<file path="src/rtl/mdll_sel_sequencer.sv">
// -----------------------------------------------------------------------------
// mdll_sel_sequencer
//
// Purpose:
//   This block drives the 2-bit delay-line source select of the MDLL. It runs
//   on the DLL output clock.
//
//   The timing is organised as superframes. Each superframe holds M frames, and
//   each frame is N cycles long.
//     - Every frame opens with one slot cycle. The slot is either a reference
//       injection (INJECT) or an alignment/hold slot (ALIGN).
//     - The remaining cycles of the frame recirculate (RUN).
//
//   Configuration (N, M, mode) is double-buffered. New values only take effect
//   in IDLE or on the last cycle of a superframe, so a reconfiguration can never
//   glitch a frame in progress.
//
// Ports:
//   clk          DLL output clock (single clock domain)
//   rst          synchronous reset, active-high
//   en           sequencer enable; dropping it lets the current superframe
//                finish before returning to IDLE
//   ref_edge     one-cycle reference pulse, already synchronised to clk
//   mode         0 = inject every superframe, 1 = free-run after first inject
//   cfg_n        requested N (1..2^NW-1)
//   cfg_m        requested M (1..2^MW-1)
//   cfg_load     pulse: capture cfg_n/cfg_m/mode into the pending registers
//   sel          delay-line mux select
//   frame_start  first cycle of every frame
//   super_start  first cycle of every superframe
//   n_cnt        cycle index within the frame
//   m_cnt        frame index within the superframe
//   active       sequencer is not IDLE
//   cfg_pend     a loaded config is waiting for the next boundary
//   cfg_err      sticky flag: a zero N or M was loaded
// -----------------------------------------------------------------------------
module mdll_sel_sequencer #(
    parameter int          NW      = 4,
    parameter int          MW      = 2,
    parameter logic [1:0]  SEL_INJ = 2'b00,
    parameter logic [1:0]  SEL_REC = 2'b01,
    parameter logic [1:0]  SEL_ALN = 2'b10
) (
    input  logic          clk,
    input  logic          rst,
    input  logic          en,
    input  logic          ref_edge,
    input  logic          mode,
    input  logic [NW-1:0] cfg_n,
    input  logic [MW-1:0] cfg_m,
    input  logic          cfg_load,
    output logic [1:0]    sel,
    output logic          frame_start,
    output logic          super_start,
    output logic [NW-1:0] n_cnt,
    output logic [MW-1:0] m_cnt,
    output logic          active,
    output logic          cfg_pend,
    output logic          cfg_err
);

    localparam logic [NW-1:0] N_ONE = NW'(1);
    localparam logic [MW-1:0] M_ONE = MW'(1);

    typedef enum logic [1:0] {
        ST_IDLE   = 2'd0,
        ST_INJECT = 2'd1,
        ST_ALIGN  = 2'd2,
        ST_RUN    = 2'd3
    } state_t;

    state_t        state_q, state_d;
    logic [NW-1:0] n_cnt_q, n_cnt_d;
    logic [MW-1:0] m_cnt_q, m_cnt_d;

    // Active (in use) and pending (loaded, not yet applied) configuration
    logic [NW-1:0] act_n_q, act_n_d, pend_n_q, pend_n_d;
    logic [MW-1:0] act_m_q, act_m_d, pend_m_q, pend_m_d;
    logic          act_mode_q, act_mode_d, pend_mode_q, pend_mode_d;
    logic          cfg_pend_q, cfg_pend_d;
    logic          cfg_err_q, cfg_err_d;

    // Registered outputs
    logic [1:0]    sel_q, sel_d;
    logic          frame_start_q, frame_start_d;
    logic          super_start_q, super_start_d;
    logic          active_q, active_d;

    logic [NW-1:0] load_n;
    logic [MW-1:0] load_m;
    logic          load_zero;
    logic          frame_end;
    logic          super_end;
    logic          copy_en;
    logic [NW-1:0] new_n;
    logic [MW-1:0] new_m;
    logic          new_mode;

    // A zero field is flagged as an error and then stored as 1. This keeps
    // the N-1 / M-1 terminal counts meaningful.
    assign load_zero = (cfg_n == '0) || (cfg_m == '0);
    assign load_n    = (cfg_n == '0) ? N_ONE : cfg_n;
    assign load_m    = (cfg_m == '0) ? M_ONE : cfg_m;

    // A frame ends when n_cnt reaches N-1. With N = 1, the slot cycle
    // itself is the last cycle of the frame.
    assign frame_end = (state_q != ST_IDLE) && (n_cnt_q == act_n_q - N_ONE);
    assign super_end = frame_end && (m_cnt_q == act_m_q - M_ONE);
    assign copy_en   = (state_q == ST_IDLE) || super_end;

    // When a cfg_load coincides with the copy, the freshly loaded values
    // bypass the pending registers and are applied directly.
    assign new_n    = cfg_load ? load_n : pend_n_q;
    assign new_m    = cfg_load ? load_m : pend_m_q;
    assign new_mode = cfg_load ? mode   : pend_mode_q;

    // ---------------------------------------------------------------- config
    always_comb begin
        pend_n_d    = pend_n_q;
        pend_m_d    = pend_m_q;
        pend_mode_d = pend_mode_q;
        act_n_d     = act_n_q;
        act_m_d     = act_m_q;
        act_mode_d  = act_mode_q;
        cfg_err_d   = cfg_err_q;
        cfg_pend_d  = cfg_pend_q | cfg_load;

        if (cfg_load) begin
            pend_n_d    = load_n;
            pend_m_d    = load_m;
            pend_mode_d = mode;
            cfg_err_d   = load_zero;
        end

        if (copy_en) begin
            act_n_d    = new_n;
            act_m_d    = new_m;
            act_mode_d = new_mode;
            cfg_pend_d = 1'b0;
        end
    end

    // ----------------------------------------------------- state register
    always_ff @(posedge clk) begin
        if (rst) begin
            state_q     <= ST_IDLE;
            n_cnt_q     <= '0;
            m_cnt_q     <= '0;
            act_n_q     <= N_ONE;
            act_m_q     <= M_ONE;
            act_mode_q  <= 1'b0;
            pend_n_q    <= N_ONE;
            pend_m_q    <= M_ONE;
            pend_mode_q <= 1'b0;
            cfg_pend_q  <= 1'b0;
            cfg_err_q   <= 1'b0;
            sel_q         <= SEL_REC;
            frame_start_q <= 1'b0;
            super_start_q <= 1'b0;
            active_q      <= 1'b0;
        end else begin
            state_q     <= state_d;
            n_cnt_q     <= n_cnt_d;
            m_cnt_q     <= m_cnt_d;
            act_n_q     <= act_n_d;
            act_m_q     <= act_m_d;
            act_mode_q  <= act_mode_d;
            pend_n_q    <= pend_n_d;
            pend_m_q    <= pend_m_d;
            pend_mode_q <= pend_mode_d;
            cfg_pend_q  <= cfg_pend_d;
            cfg_err_q   <= cfg_err_d;
            sel_q         <= sel_d;
            frame_start_q <= frame_start_d;
            super_start_q <= super_start_d;
            active_q      <= active_d;
        end
    end

    // ----------------------------------------------------- next-state logic
    always_comb begin
        state_d = state_q;
        n_cnt_d = n_cnt_q;
        m_cnt_d = m_cnt_q;

        if (state_q == ST_IDLE) begin
            n_cnt_d = '0;
            m_cnt_d = '0;
            if (en && ref_edge) begin
                state_d = ST_INJECT;
            end
        end else if (frame_end) begin
            n_cnt_d = '0;
            if (!super_end) begin
                m_cnt_d = m_cnt_q + M_ONE;
                state_d = ST_ALIGN;
            end else begin
                // The next superframe starts under the config applied at
                // this boundary, including its mode.
                m_cnt_d = '0;
                if (!en) begin
                    state_d = ST_IDLE;
                end else if (new_mode) begin
                    state_d = ST_ALIGN;
                end else begin
                    state_d = ST_INJECT;
                end
            end
        end else begin
            state_d = ST_RUN;
            n_cnt_d = n_cnt_q + N_ONE;
        end
    end

    // ------------------------------------------------------- output logic
    // Outputs are decoded from the next state and then registered, so they
    // line up with state_q.
    always_comb begin
        sel_d         = SEL_REC;
        frame_start_d = 1'b0;
        super_start_d = 1'b0;
        active_d      = (state_d != ST_IDLE);

        case (state_d)
            ST_INJECT: begin
                sel_d         = SEL_INJ;
                frame_start_d = 1'b1;
                super_start_d = 1'b1;
            end
            ST_ALIGN: begin
                sel_d         = SEL_ALN;
                frame_start_d = 1'b1;
                // ALIGN at frame 0 only occurs as a free-run superframe start
                super_start_d = (m_cnt_d == '0);
            end
            default: begin
                sel_d = SEL_REC;
            end
        endcase
    end

    assign sel         = sel_q;
    assign frame_start = frame_start_q;
    assign super_start = super_start_q;
    assign n_cnt       = n_cnt_q;
    assign m_cnt       = m_cnt_q;
    assign active      = active_q;
    assign cfg_pend    = cfg_pend_q;
    assign cfg_err     = cfg_err_q;

endmodule

</file>
<file path="config.mk">
export PLATFORM = sky130hd
export DESIGN_NAME = mdll_sel_sequencer
export DESIGN_NICKNAME = d
export VERILOG_FILES = /design/src/rtl/mdll_sel_sequencer.sv
export SDC_FILE = /design/constraint.sdc
export NUM_CORES = 1
export LEC_CHECK = 0
export CAP_MARGIN = 20
export CORE_AREA = 2 2 64 66
export CTS_CLUSTER_DIAMETER = 60
export DETAILED_ROUTE_END_ITERATION = 8
export DIE_AREA = 0 0 66 68
export SLEW_MARGIN = 10
export SYNTH_ARGS = -nofsm -noshare
export SYNTH_HDL_FRONTEND = slang
export SYNTH_SLANG_ARGS = --single-unit
export TNS_END_PERCENT = 10
</file>
<file path="constraint.sdc">
create_clock -name clk -period 3.5 [get_ports clk]
set_input_delay 0.35 -clock clk [delete_from_list [all_inputs] [get_ports clk]]
set_output_delay 0.35 -clock clk [all_outputs]
set_load 0.02 [all_outputs]
</file>
* Yosys cells after proc, flatten, opt, wreduce, memory -nomap -nowiden *
Index checks and enable logic that the tools add are counted.

operators by class
  $add $sub $neg = 4
  equality and inequality tests = 4
  multiplexer cells = 17
  bitwise gates (word level) = 1
  reductions and logical operators = 14

operators by type and width
  cell                                                  number
  two-way mux 2 bit                                     11
  two-way mux 4 bit                                     2
  zero test 2 bit                                       3
  adder 4 x 1 -> 4 bit (second input constant)          1
  equality test 4 bit                                   1
  zero test 4 bit                                       1
  case mux 2 bit (2 select lines)                       1
  nonzero test 2 bit                                    2
  OR reduction 2 bit                                    2
  subtractor 4 x 1 -> 4 bit (second input constant)     1
  logical AND 1 bit                                     3
  OR reduction 3 bit                                    1
  adder 2 x 1 -> 2 bit (second input constant)          1
  equality test 2 x 1 -> 1 bit (second input constant)  1
  equality test 2 bit                                   1
  equality test 2 bit (second input constant)           1
  logical OR 1 bit                                      2
  two-way mux 1 bit                                     2
  case mux 1 bit (2 select lines)                       1
  subtractor 2 x 1 -> 2 bit (second input constant)     1
  bitwise OR 1 bit                                      1

storage, ports and cells
  register bits after elaboration = 28
  output and inout port bits = 13
  logic and storage cells = 54

* Depth between registers and ports, before layout *
Gate-level depths: netlist of run 1.

  depth after elaboration = 10
  mapped depth = 11

* Least setup slack after synthesis of run 1 *
No wires, ideal clock.

  path type = reg2reg
  from = register act_n_q[0]
  to = register super_start_q, in the netlist super_start
  setup time = 0.122 ns
  arrival time = 2.440 ns
  required time = 3.378 ns
  setup slack = 0.938 ns
  cell stages (with the launch flop) = 12
  clock period less this slack = 2.562 ns
  path through = dfxtp_1 > inv_1 > ha_1 > xor2_2 > xnor2_1 > a41oi_4 > or2_1 > ha_1 > nor3b_1 > o21ai_0 > a31oi_1 > a311o_1

on the way
  cells in the longest elaborated chain, start to end = 9
  elaborated cells between the ends (all ways) = 14

ends and longest elaborated chain
  item                                                                        RTL line  source
  start: declaration                                                          77        logic [NW-1:0] act_n_q, act_n_d, pend_n_q, pend_n_d;
  start signal: assignment                                                    165       act_n_q <= act_n_d;
  subtractor 4 x 1 -> 4 bit *                                                 107       assign frame_end = (state_q != ST_IDLE) && (n_cnt_q == act_n_q - N_ONE);
  equality test 4 bit *                                                       107
  logical AND 1 bit *                                                         107
  logical AND 1 bit                                                           108       assign super_end = frame_end && (m_cnt_q == act_m_q - M_ONE);
  two-way mux 2 bit                                                           194       if (!super_end) begin
  two-way mux 2 bit *                                                         192       end else if (frame_end) begin
  two-way mux 2 bit *                                                         186       if (state_q == ST_IDLE) begin
  named net state_d[1]                                                        72        state_t state_q, state_d;
  equality test 2 bit / equality test 2 x 1 -> 1 bit (equally long branches)  224       case (state_d)
  case mux 1 bit (2 select lines) *                                           224
  end signal: assignment                                                      175       super_start_q <= super_start_d;
  end: declaration                                                            86        logic super_start_q, super_start_d;

The timed path passes the listed nets; every way through them passes the cells marked *.
A chain may end at the register's enable or synchronous reset.

* Final worst setup path of run 1 *
Same ends and word-level chain as after synthesis.

==> out/summary.json, run 1 <==
{
  "run_status": "finished, final reports clean",
  "wl_cell_um": 12.6,
  "ys_async_sr_fraction_pct": 0,
  "fp-row-count": 23,
  "power.ir.vdd_worst_v": 0.000256,
  "critical-path-max-stage-delay_ns": 0.40,
  "global_route.overflow_total": 0,
  "power.clock.fraction_pct": 15.2,
  "ctsLongestPathBuffers": 2,
  "synth.yosys.seq_area_share_pct": 43.4,
  "layout.nets": 174,
  "drive_above_1_share_pct": 10.3,
  "layout_common_cells": "28 x dfxtp_1, 24 x clkdlybuf4s50_1, 15 x nor2_1",
  "synth_edf_count": 0,
  "crit-reg2reg-launch": "act_n_q[0]",
  "antenna-diode-count": 0,
  "via_count_of_the_first_global_routing_pass": 994,
  "seqPwrFrac_pct": 37.6,
  "swShare_pct": 37.8,
  "dp_hpwl_mm": 2.01,
  "gp_congestion": 0.747,
  "globalRouteTotalUtil_pct": 12.4,
  "multi_input_area_um2": 703,
  "postCtsSetupRepairBufs": 0,
  "internal-power_mw": 0.702,
  "ctsResizeCount": 0,
  "die_h_um": 68,
  "finalMaxSlewViolations": 0,
  "grt_setup_unrepaired": "false",
  "worst_slew_margin_rel_pct": 56.0,
  "synth.net_count": 148,
  "cts.reportedPaths.clkPinSlew_ns": 0.09,
  "cts.sinks": 28,
  "crit_path_top_delay_cell": "xnor2_1",
  "detail-route-antenna-nets": 0,
  "firstDrtPassIters": 3,
  "worstPathRequired_ns": 3.72,
  "dr_vias_cell": 4.83,
  "flow.area_growth_from_synthesis_pct": 25.7,
  "cell_type_group_with_the_largest_total_delay_on_the_critical_path": "compound AO/OA/AOI/OAI gates",
  "grt_max_degree": 19,
  "layout.cells.most_common": "dfxtp_1",
  "report.final.setup_viol": 0,
  "hold_class": "reg2reg",
  "total_switching_power_mw": 0.427,
  "die_width_um": 66,
  "fin_crit_sh_pct": 82.3,
  "worst_slew_pin_tran_ns": 0.657,
  "holdCritStartpoint": "pend_m_q[0]",
  "io_pins": 25,
  "crit_chain": "inv_1 -> ha_1 -> xor2_2 -> xnor2_1 -> nand3_1 -> o21a_1 -> ha_1 -> nor3b_1 -> o21ai_0 -> a31oi_1 -> a311o_1",
  "route.detailed.drc": 0,
  "floorplan.die_area_um2": 4490,
  "cts-htree-levels": 1,
  "critical_path_arrival_ns": 3.10,
  "footprint_of_the_flip_flops_and_latches_um2": 561,
  "worstSetupStartpoint": "act_n_q[0]",
  "preCtsSetupSlack_ns": 0.629,
  "critical_path_start_end_classification": "reg2reg",
  "synth_seq_cells": 28,
  "cts-buffers-inserted": 3,
  "period_minus_slack_ns": 2.88,
  "cts-hold-fix-buffers": 0,
  "grt_antenna_before_repair": 0,
  "numPortBuffers": 24,
  "cts_tree": "done",
  "yosys.cell_types.count": 38,
  "max_freq_ghz": 0.347,
  "fillerInstances": 394,
  "hold_violations": 0,
  "cts.root.buffer_cell": "clkbuf_8",
  "post_synth_inst_count": 131,
  "p_per_cell_area_nw_per_um2": 695,
  "clk-insertion-delay-late_ns": 0.27,
  "ys_dominant_reg_cell": "dfxtp_1",
  "drtIter0Drc": 22,
  "synth.cell_area_um2": 1290,
  "drt-total-wl_mm": 2.57,
  "crit_path_frequent_cell": "ha_1",
  "finalCoreUtilization_pct": 42.1,
  "cp-start-kind": "register",
  "route.vias.total": 991,
  "combinational_power_share_pct": 47.1,
  "placeableCoreArea_um2": 3860,
  "setup_clock_skew_after_layout_ns": 0.00396,
  "timing.setup.tns_ns": 0,
  "cap_violations": 0,
  "grt_first_pass_wirelength_mm": 4.27,
  "yosysWarnings": 0,
  "finalWorstSetupSlack_ns": 0.621,
  "floorplan.initialDensity_pct": 33.5,
  "synthesis.area_per_instance_um2": 9.86,
  "power_mw": 1.13,
  "path_buf_inv": 1,
  "setup.worst_path.end_class": "register",
  "maximum_fanout_count_along_the_critical_path": 6,
  "power.leakage_nw": 0.668
}
==> state kept, by name, indices dropped and copies added (netlist names) <==
name         count
n_cnt            4
cfg_pend         1
pend_n_q         4
state_q          2
cfg_err          1
super_start      1
m_cnt            2
pend_m_q         2
act_m_q          2
sel              2
frame_start      1
act_n_q          4
pend_mode_q      1
active           1
==> synthesized netlist by cell type, types with 2 or more instances <==
| library cell | instances | share of area [%] |
|---|---|---|
| clkbuf_1 | 2 | 0.58 |
| inv_1 | 4 | 1.2 |
| o21a_1 | 2 | 1.2 |
| nand2_1 | 7 | 2.0 |
| nand2b_1 | 2 | 0.97 |
| nor4_1 | 2 | 0.97 |
| and3_1 | 4 | 1.9 |
| a21oi_1 | 3 | 1.2 |
| mux2_2 | 6 | 5.2 |
| xnor2_1 | 4 | 2.7 |
| nand3_1 | 3 | 1.2 |
| nor2b_1 | 5 | 2.4 |
| ha_1 | 5 | 4.8 |
| nor3b_1 | 2 | 1.2 |
| or2_2 | 2 | 0.97 |
| xor2_1 | 6 | 4.1 |
| and2_1 | 2 | 0.97 |
| o21ai_0 | 4 | 1.6 |
| nor2_1 | 15 | 4.4 |
| mux2i_1 | 6 | 4.7 |
| dfxtp_1 | 28 | 43 |
==> power groups by stage <==
stage	sequential, mW	combinational (mW)	clock [mW]
floorplan	0.467	0.341	0
global placement	0.432	0.525	0
detailed placement	0.433	0.536	0
CTS	0.425	0.538	0.179
global route	0.434	0.589	0.190
finish	0.425	0.531	0.172
==> routing by layer <==
metal,global-route usage [%],vias to the layer above,share of wire [%]
met2,22.1,14,49
met5,0,-,0
met3,2.14,4,2.4
met1,14.7,465,47
li1,-,508,-
met4,5.10,0,1.4
==> worst reg2reg max path: stages (launching register included) <==
cell and delay (ns):
dfxtp_1 0.38, inv_1 0.07, ha_1 0.23, xor2_2 0.19
xnor2_1 0.40, nand3_1 0.28, o21a_1 0.26, ha_1 0.31
nor3b_1 0.27, o21ai_0 0.14, a31oi_1 0.16, a311o_1 0.13
==> cell type report <==
class                      count  share of cell area (%)
multi-input combinational     96                    43.3
tap                           50                    3.86
sequential                    28                    34.5
clock buffer                   3                    2.54
timing repair buffer          24                    14.8
inverter                       4                   0.925
==> final timing paths <==
| kind | slack [ns] | cells after the start | to |
|---|---|---|---|
| max | 0.62 | 11 | super_start |
| min | 0.48 | 2 | pend_m_q[0] |
| max reg2reg | 0.62 | 11 | super_start |
| min reg2reg | 0.48 | 2 | pend_m_q[0] |
==> logic make-up (layout without fill, tap and decap cells) <==
logic type / Yosys count / count (layout) / share of synthesized area, %
AOI/OAI and AO/OA: 18 / 18 / 11.4
xor gates and xnor gates: 11 / 11 / 8.04
adders and majority gates: 5 / 5 / 4.84
buffers and inverters: 7 / 31 / 2.13
DFF: 28 / 28 / 43.4
muxes: 12 / 12 / 9.88
and+or+nand+nor: 50 / 50 / 20.3
==> through the flow <==
stage,area (um^2),cells,hold WS [ns]
2_1_floorplan,1290,131,0.437
3_3_place_gp,1580,202,0.465
3_5_place_dp,1580,202,0.465
4_1_cts,1620,205,0.486
5_1_grt,1620,205,0.528
6_report,1620,205,0.478
(Power assumes the default switching activity.)
==> run 2: changes to the inputs <==
==> constraint.sdc (replaced) <==
create_clock -name clk -period 2.89 [get_ports clk]
set_input_delay 0.289 -clock clk [delete_from_list [all_inputs] [get_ports clk]]
set_output_delay 0.289 -clock clk [all_outputs]
set_load 0.02 [all_outputs]
==> out/summary.json, run 2 (same netlist as run 1, synthesis figures left out) <==
{
  "run_status": "finished, final reports clean",
  "finalWorstSetupSlack_ns": 0.249,
  "die_width_um": 66,
  "cts-hold-fix-buffers": 0,
  "grt_antenna_before_repair": 0,
  "reg2reg_to": "super_start",
  "critical-path-max-stage-delay_ns": 0.39,
  "placed_cells": 205,
  "ff2ff_path_depth": 11,
  "timing.setup.tns_ns": 0,
  "max_freq_ghz": 0.379,
  "cts-htree-levels": 1,
  "multi_input_area_um2": 708,
  "dr_vias_cell": 4.91,
  "floorplan.initialDensity_pct": 33.5,
  "maximum_fanout_count_along_the_critical_path": 6,
  "worst_slew_margin_rel_pct": 54.7,
  "hold_class": "reg2reg",
  "p_per_cell_area_nw_per_um2": 898,
  "flow.area_growth_from_synthesis_pct": 30.1,
  "via_count_of_the_first_global_routing_pass": 980,
  "finalMaxSlewViolations": 0,
  "worstPathRequired_ns": 3.12,
  "setup_clock_skew_after_layout_ns": 0.00750,
  "worstHoldPathCells": 2,
  "clk-insertion-delay-late_ns": 0.28,
  "worst_slew_pin_tran_ns": 0.678,
  "preCtsSetupSlack_ns": 0.223,
  "fp-row-count": 23,
  "detail-route-antenna-nets": 0,
  "fillerInstances": 405,
  "holdCritStartpoint": "pend_m_q[0]",
  "floorplan.die_area_um2": 4490,
  "route.vias.total": 1027,
  "grt_max_degree": 19,
  "critical_path_arrival_ns": 2.87,
  "footprint_of_the_flip_flops_and_latches_um2": 561,
  "grt_setup_unrepaired": "false",
  "reg2reg_setup_slack_ns": 0.25,
  "numPortBuffers": 24,
  "layout.nets": 177,
  "cts.reportedPaths.clkPinSlew_ns": 0.10,
  "crit_path_frequent_cell": "ha_1",
  "cell_type_group_with_the_largest_total_delay_on_the_critical_path": "compound AO/OA/AOI/OAI gates",
  "path_buf_inv": 1,
  "grt_first_pass_wirelength_mm": 4.44,
  "cts.sinks": 28,
  "wl_cell_um": 12.8,
  "io_pins": 25,
  "postCtsSetupRepairBufs": 0,
  "cts.root.buffer_cell": "clkbuf_8",
  "die_h_um": 68,
  "drtIter0Drc": 33,
  "drt-total-wl_mm": 2.67,
  "drive_above_1_share_pct": 13.2,
  "layout.cells.most_common": "dfxtp_1",
  "firstDrtPassIters": 4,
  "ctsLongestPathBuffers": 2,
  "power.ir.vdd_worst_v": 0.000459,
  "route.detailed.drc": 0,
  "crit_chain": "inv_1 -> ha_1 -> xor2_1 -> and3_2 -> a41oi_4 -> nor2_1 -> ha_1 -> nor3b_1 -> o21ai_0 -> a31oi_1 -> a311o_1",
  "cts-buffers-inserted": 3,
  "power.leakage_nw": 0.698,
  "placeableCoreArea_um2": 3860,
  "layout_common_cells": "28 x dfxtp_1, 24 x clkdlybuf4s50_1, 15 x nor2_1",
  "globalRouteTotalUtil_pct": 13.0,
  "cp-start-kind": "register",
  "holdPathEnd": "pend_m_q[0]",
  "final-instance-count-excl-fill": 209,
  "global_route.overflow_total": 0,
  "critical_path_start_end_classification": "reg2reg",
  "cts_tree": "done",
  "finalCoreUtilization_pct": 43.6,
  "cap_violations": 0,
  "report.final.setup_viol": 0,
  "hold_violations": 0,
  "dp_hpwl_mm": 2.04,
  "gp_congestion": 0.738,
  "crit-reg2reg-launch": "act_n_q[0]",
  "crit_path_top_delay_cell": "dfxtp_1",
  "antenna-diode-count": 0,
  "fin_crit_sh_pct": 91.4,
  "period_minus_slack_ns": 2.64,
  "setup.worst_path.end_class": "register"
}
[run 2: layout make-up]
class / count / area share [%]
tap: 50 / 3.72
inverter: 4 / 0.894
multi-input combinational: 96 / 42.1
sequential: 28 / 33.4
clock buffer: 3 / 2.46
timing repair buffer: 27 / 15.6
clock inverter: 1 / 1.79
[run 2: layer usage]
| metal | share of wire [%] | track usage, % | wire (um) | vias up |
|---|---|---|---|---|
| met5 | 0 | 0 | 0 | - |
| met4 | 1.5 | 5.36 | 40 | 0 |
| met3 | 3.4 | 2.14 | 91 | 5 |
| met2 | 48 | 22.1 | 1280 | 25 |
| met1 | 47 | 16.4 | 1250 | 482 |
| li1 | - | - | - | 515 |
[run 2: tightest hold or removal path: stages (launching register included)]
cell	delay, ns
dfxtp_1	0.31
o21ai_0	0.06
nand2_1	0.08
[run 2: report_power, final]
group / switching, mW / internal (mW) / total (mW)
Clock: 0.124 / 0.186 / 0.310
Combinational: 0.365 / 0.315 / 0.680
Sequential: 0.0535 / 0.466 / 0.519
[run 2: worst max-delay path by stage]
stage	startpoint	endpoint	slack, ns	cells after the start
after floorplan	act_n_q[0]	super_start	0.33	11
after global placement	act_n_q[0]	super_start	0.32	11
after detailed placement	act_n_q[0]	super_start	0.22	11
after CTS	act_n_q[0]	super_start	0.17	11
after global routing	act_n_q[0]	super_start	0.05	11
final	act_n_q[0]	super_start	0.25	11
[run 2: stage by stage]
step	instance area (um^2)	hold slack, ns	total power [mW]
after floorplan	1290	0.429	0.978
after global placement	1600	0.458	1.19
after detailed placement	1600	0.465	1.20
after CTS	1680	0.486	1.51
after global routing	1680	0.524	1.61
final	1680	0.483	1.51
[run 2: repair_timing]
| action | in CTS | in global routing |
|---|---|---|
| endpoints found under the hold margin | 0 | 0 |
| setup endpoints to repair | 0 | 1 |
| gates resized for setup | 0 | 1 |
==> run 3: changes to the inputs <==
--- a/config.mk
+++ b/config.mk
@@ -6,10 +6,10 @@
 export NUM_CORES = 1
 export LEC_CHECK = 0
 export CAP_MARGIN = 20
-export CORE_AREA = 2 2 64 66
+export CORE_AREA = 2 2 62 64
 export CTS_CLUSTER_DIAMETER = 60
 export DETAILED_ROUTE_END_ITERATION = 8
-export DIE_AREA = 0 0 66 68
+export DIE_AREA = 0 0 64 66
 export SLEW_MARGIN = 10
 export SYNTH_ARGS = -nofsm -noshare
 export SYNTH_HDL_FRONTEND = slang
==> out/summary.json, run 3 (same netlist as run 1, synthesis figures left out) <==
{
  "run_status": "finished, final reports clean",
  "fin_crit_sh_pct": 91.8,
  "detail-route-antenna-nets": 0,
  "gp_congestion": 0.762,
  "flow.area_growth_from_synthesis_pct": 27.2,
  "layout.nets": 177,
  "worst_slew_pin_tran_ns": 0.668,
  "postCtsSetupRepairBufs": 0,
  "layout.cells.most_common": "dfxtp_1",
  "firstDrtPassIters": 2,
  "critical-path-max-stage-delay_ns": 0.40,
  "reg2reg_setup_slack_ns": 0.24,
  "critical_path_arrival_ns": 2.93,
  "numPortBuffers": 24,
  "antenna-diode-count": 0,
  "cts_tree": "done",
  "setup.worst_path.end_class": "register",
  "max_freq_ghz": 0.377,
  "drive_above_1_share_pct": 13.2,
  "io_pins": 25,
  "ctsLongestPathBuffers": 2,
  "route.vias.total": 976,
  "dr_vias_cell": 4.71,
  "fillerInstances": 346,
  "cp-start-kind": "register",
  "worstSetupStartpoint": "act_n_q[0]",
  "footprint_of_the_flip_flops_and_latches_um2": 561,
  "hold_class": "reg2reg",
  "route.detailed.drc": 0,
  "grt_antenna_before_repair": 0,
  "placeableCoreArea_um2": 3550,
  "clk-insertion-delay-late_ns": 0.32,
  "report.final.setup_viol": 0,
  "globalRouteTotalUtil_pct": 12.5,
  "ff2ff_path_depth": 11,
  "timing.setup.tns_ns": 0,
  "cap_violations": 0,
  "hold_violations": 0,
  "cts.reportedPaths.clkPinSlew_ns": 0.15,
  "drtIter0Drc": 30,
  "finalCoreUtilization_pct": 46.3,
  "grt_max_degree": 19,
  "crit-reg2reg-launch": "act_n_q[0]",
  "cts.root.buffer_cell": "clkbuf_4",
  "wl_cell_um": 12.1,
  "crit_path_top_delay_cell": "dfxtp_1",
  "die_width_um": 64,
  "cts.sinks": 28,
  "power.leakage_nw": 0.683,
  "drt-total-wl_mm": 2.50,
  "cts-buffers-inserted": 3,
  "critical_path_start_end_classification": "reg2reg",
  "crit_path_frequent_cell": "ha_1",
  "cts-htree-levels": 1,
  "grt_first_pass_wirelength_mm": 4.16,
  "via_count_of_the_first_global_routing_pass": 929,
  "worst_slew_margin_rel_pct": 55.3,
  "dp_hpwl_mm": 1.98,
  "floorplan.die_area_um2": 4220,
  "power.ir.vdd_worst_v": 0.000326,
  "crit_chain": "inv_1 -> ha_1 -> xor2_1 -> and3_2 -> nand3_1 -> o21a_1 -> ha_1 -> nor3b_2 -> o21ai_0 -> a31oi_1 -> a311o_1",
  "global_route.overflow_total": 0,
  "multi_input_area_um2": 708,
  "finalMaxSlewViolations": 0,
  "layout_common_cells": "28 x dfxtp_1, 24 x clkdlybuf4s50_1, 15 x nor2_1",
  "timing.critical_path.to": "super_start",
  "die_h_um": 66,
  "maximum_fanout_count_along_the_critical_path": 6,
  "fp-row-count": 22,
  "setup_clock_skew_after_layout_ns": 0.00861,
  "cts-hold-fix-buffers": 0,
  "p_per_cell_area_nw_per_um2": 837,
  "reg2reg_to": "super_start",
  "period_minus_slack_ns": 2.65,
  "floorplan.initialDensity_pct": 36.4,
  "worstPathRequired_ns": 3.17,
  "ctsResizeCount": 0
}
==> run 3: changes by cell type in the layout (fill, tap and decap cells not counted) <==
cell,delta
nor3b_1,-1
clkbuf_8,-2
nand3_1,+1
nand3_2,-1
clkbuf_4,+3
bufinv_16,-1
nor3b_2,+1
==> run 3: power by group <==
group	switching, mW	total, mW	internal (mW)
Clock	0.109	0.186	0.0770
Combinational	0.359	0.674	0.315
Sequential	0.0491	0.514	0.465
==> run 3: critical path, delay by kind of cell (launching register included) <==
kind            cells  cell delay, ns
compound gates      4            0.69
simple gates        3            0.67
fa+ha+maj           2            0.61
flops               1            0.40
xor+xnor            1            0.17
buf+inv             1            0.07
==> run 3: layout make-up <==
class / count / share of cell area [%]
tap: 48 / 3.66
sequential: 28 / 34.1
multi-input combinational: 96 / 43.1
timing repair buffer: 27 / 16.0
clock buffer: 4 / 2.21
inverter: 4 / 0.914
==> run 3: worst min-delay path by stage <==
stage,from,endpoint,slack [ns],cells past startpoint
2_1_floorplan,cfg_n[0],pend_n_q[0],0.43,2
3_3_place_gp,pend_m_q[0],pend_m_q[0],0.46,2
3_5_place_dp,pend_m_q[0],pend_m_q[0],0.47,2
4_1_cts,pend_m_q[0],pend_m_q[0],0.51,2
5_1_grt,pend_m_q[1],pend_m_q[1],0.55,2
6_report,pend_m_q[0],pend_m_q[0],0.50,2
==> run 3: per-stage QoR <==
step | setup slack [ns] | power (mW) | area, um^2 | hold WS (ns) | cells
4_1_cts | 0.166 | 1.38 | 1640 | 0.507 | 207
6_report | 0.238 | 1.37 | 1640 | 0.505 | 207
5_1_grt | -0.0124 | 1.48 | 1640 | 0.550 | 207
3_3_place_gp | 0.324 | 1.18 | 1600 | 0.460 | 203
2_1_floorplan | 0.328 | 0.978 | 1290 | 0.429 | 131
3_5_place_dp | 0.211 | 1.19 | 1600 | 0.470 | 203
==> run 3: layer usage <==
metal | share of wire [%] | global-route usage [%] | vias up
met3 | 3.2 | 3.07 | 2
met1 | 48 | 15.9 | 438
li1 | - | - | 517
met2 | 48 | 21.9 | 19
met4 | 0.56 | 1.63 | 0
met5 | 0 | 0 | -
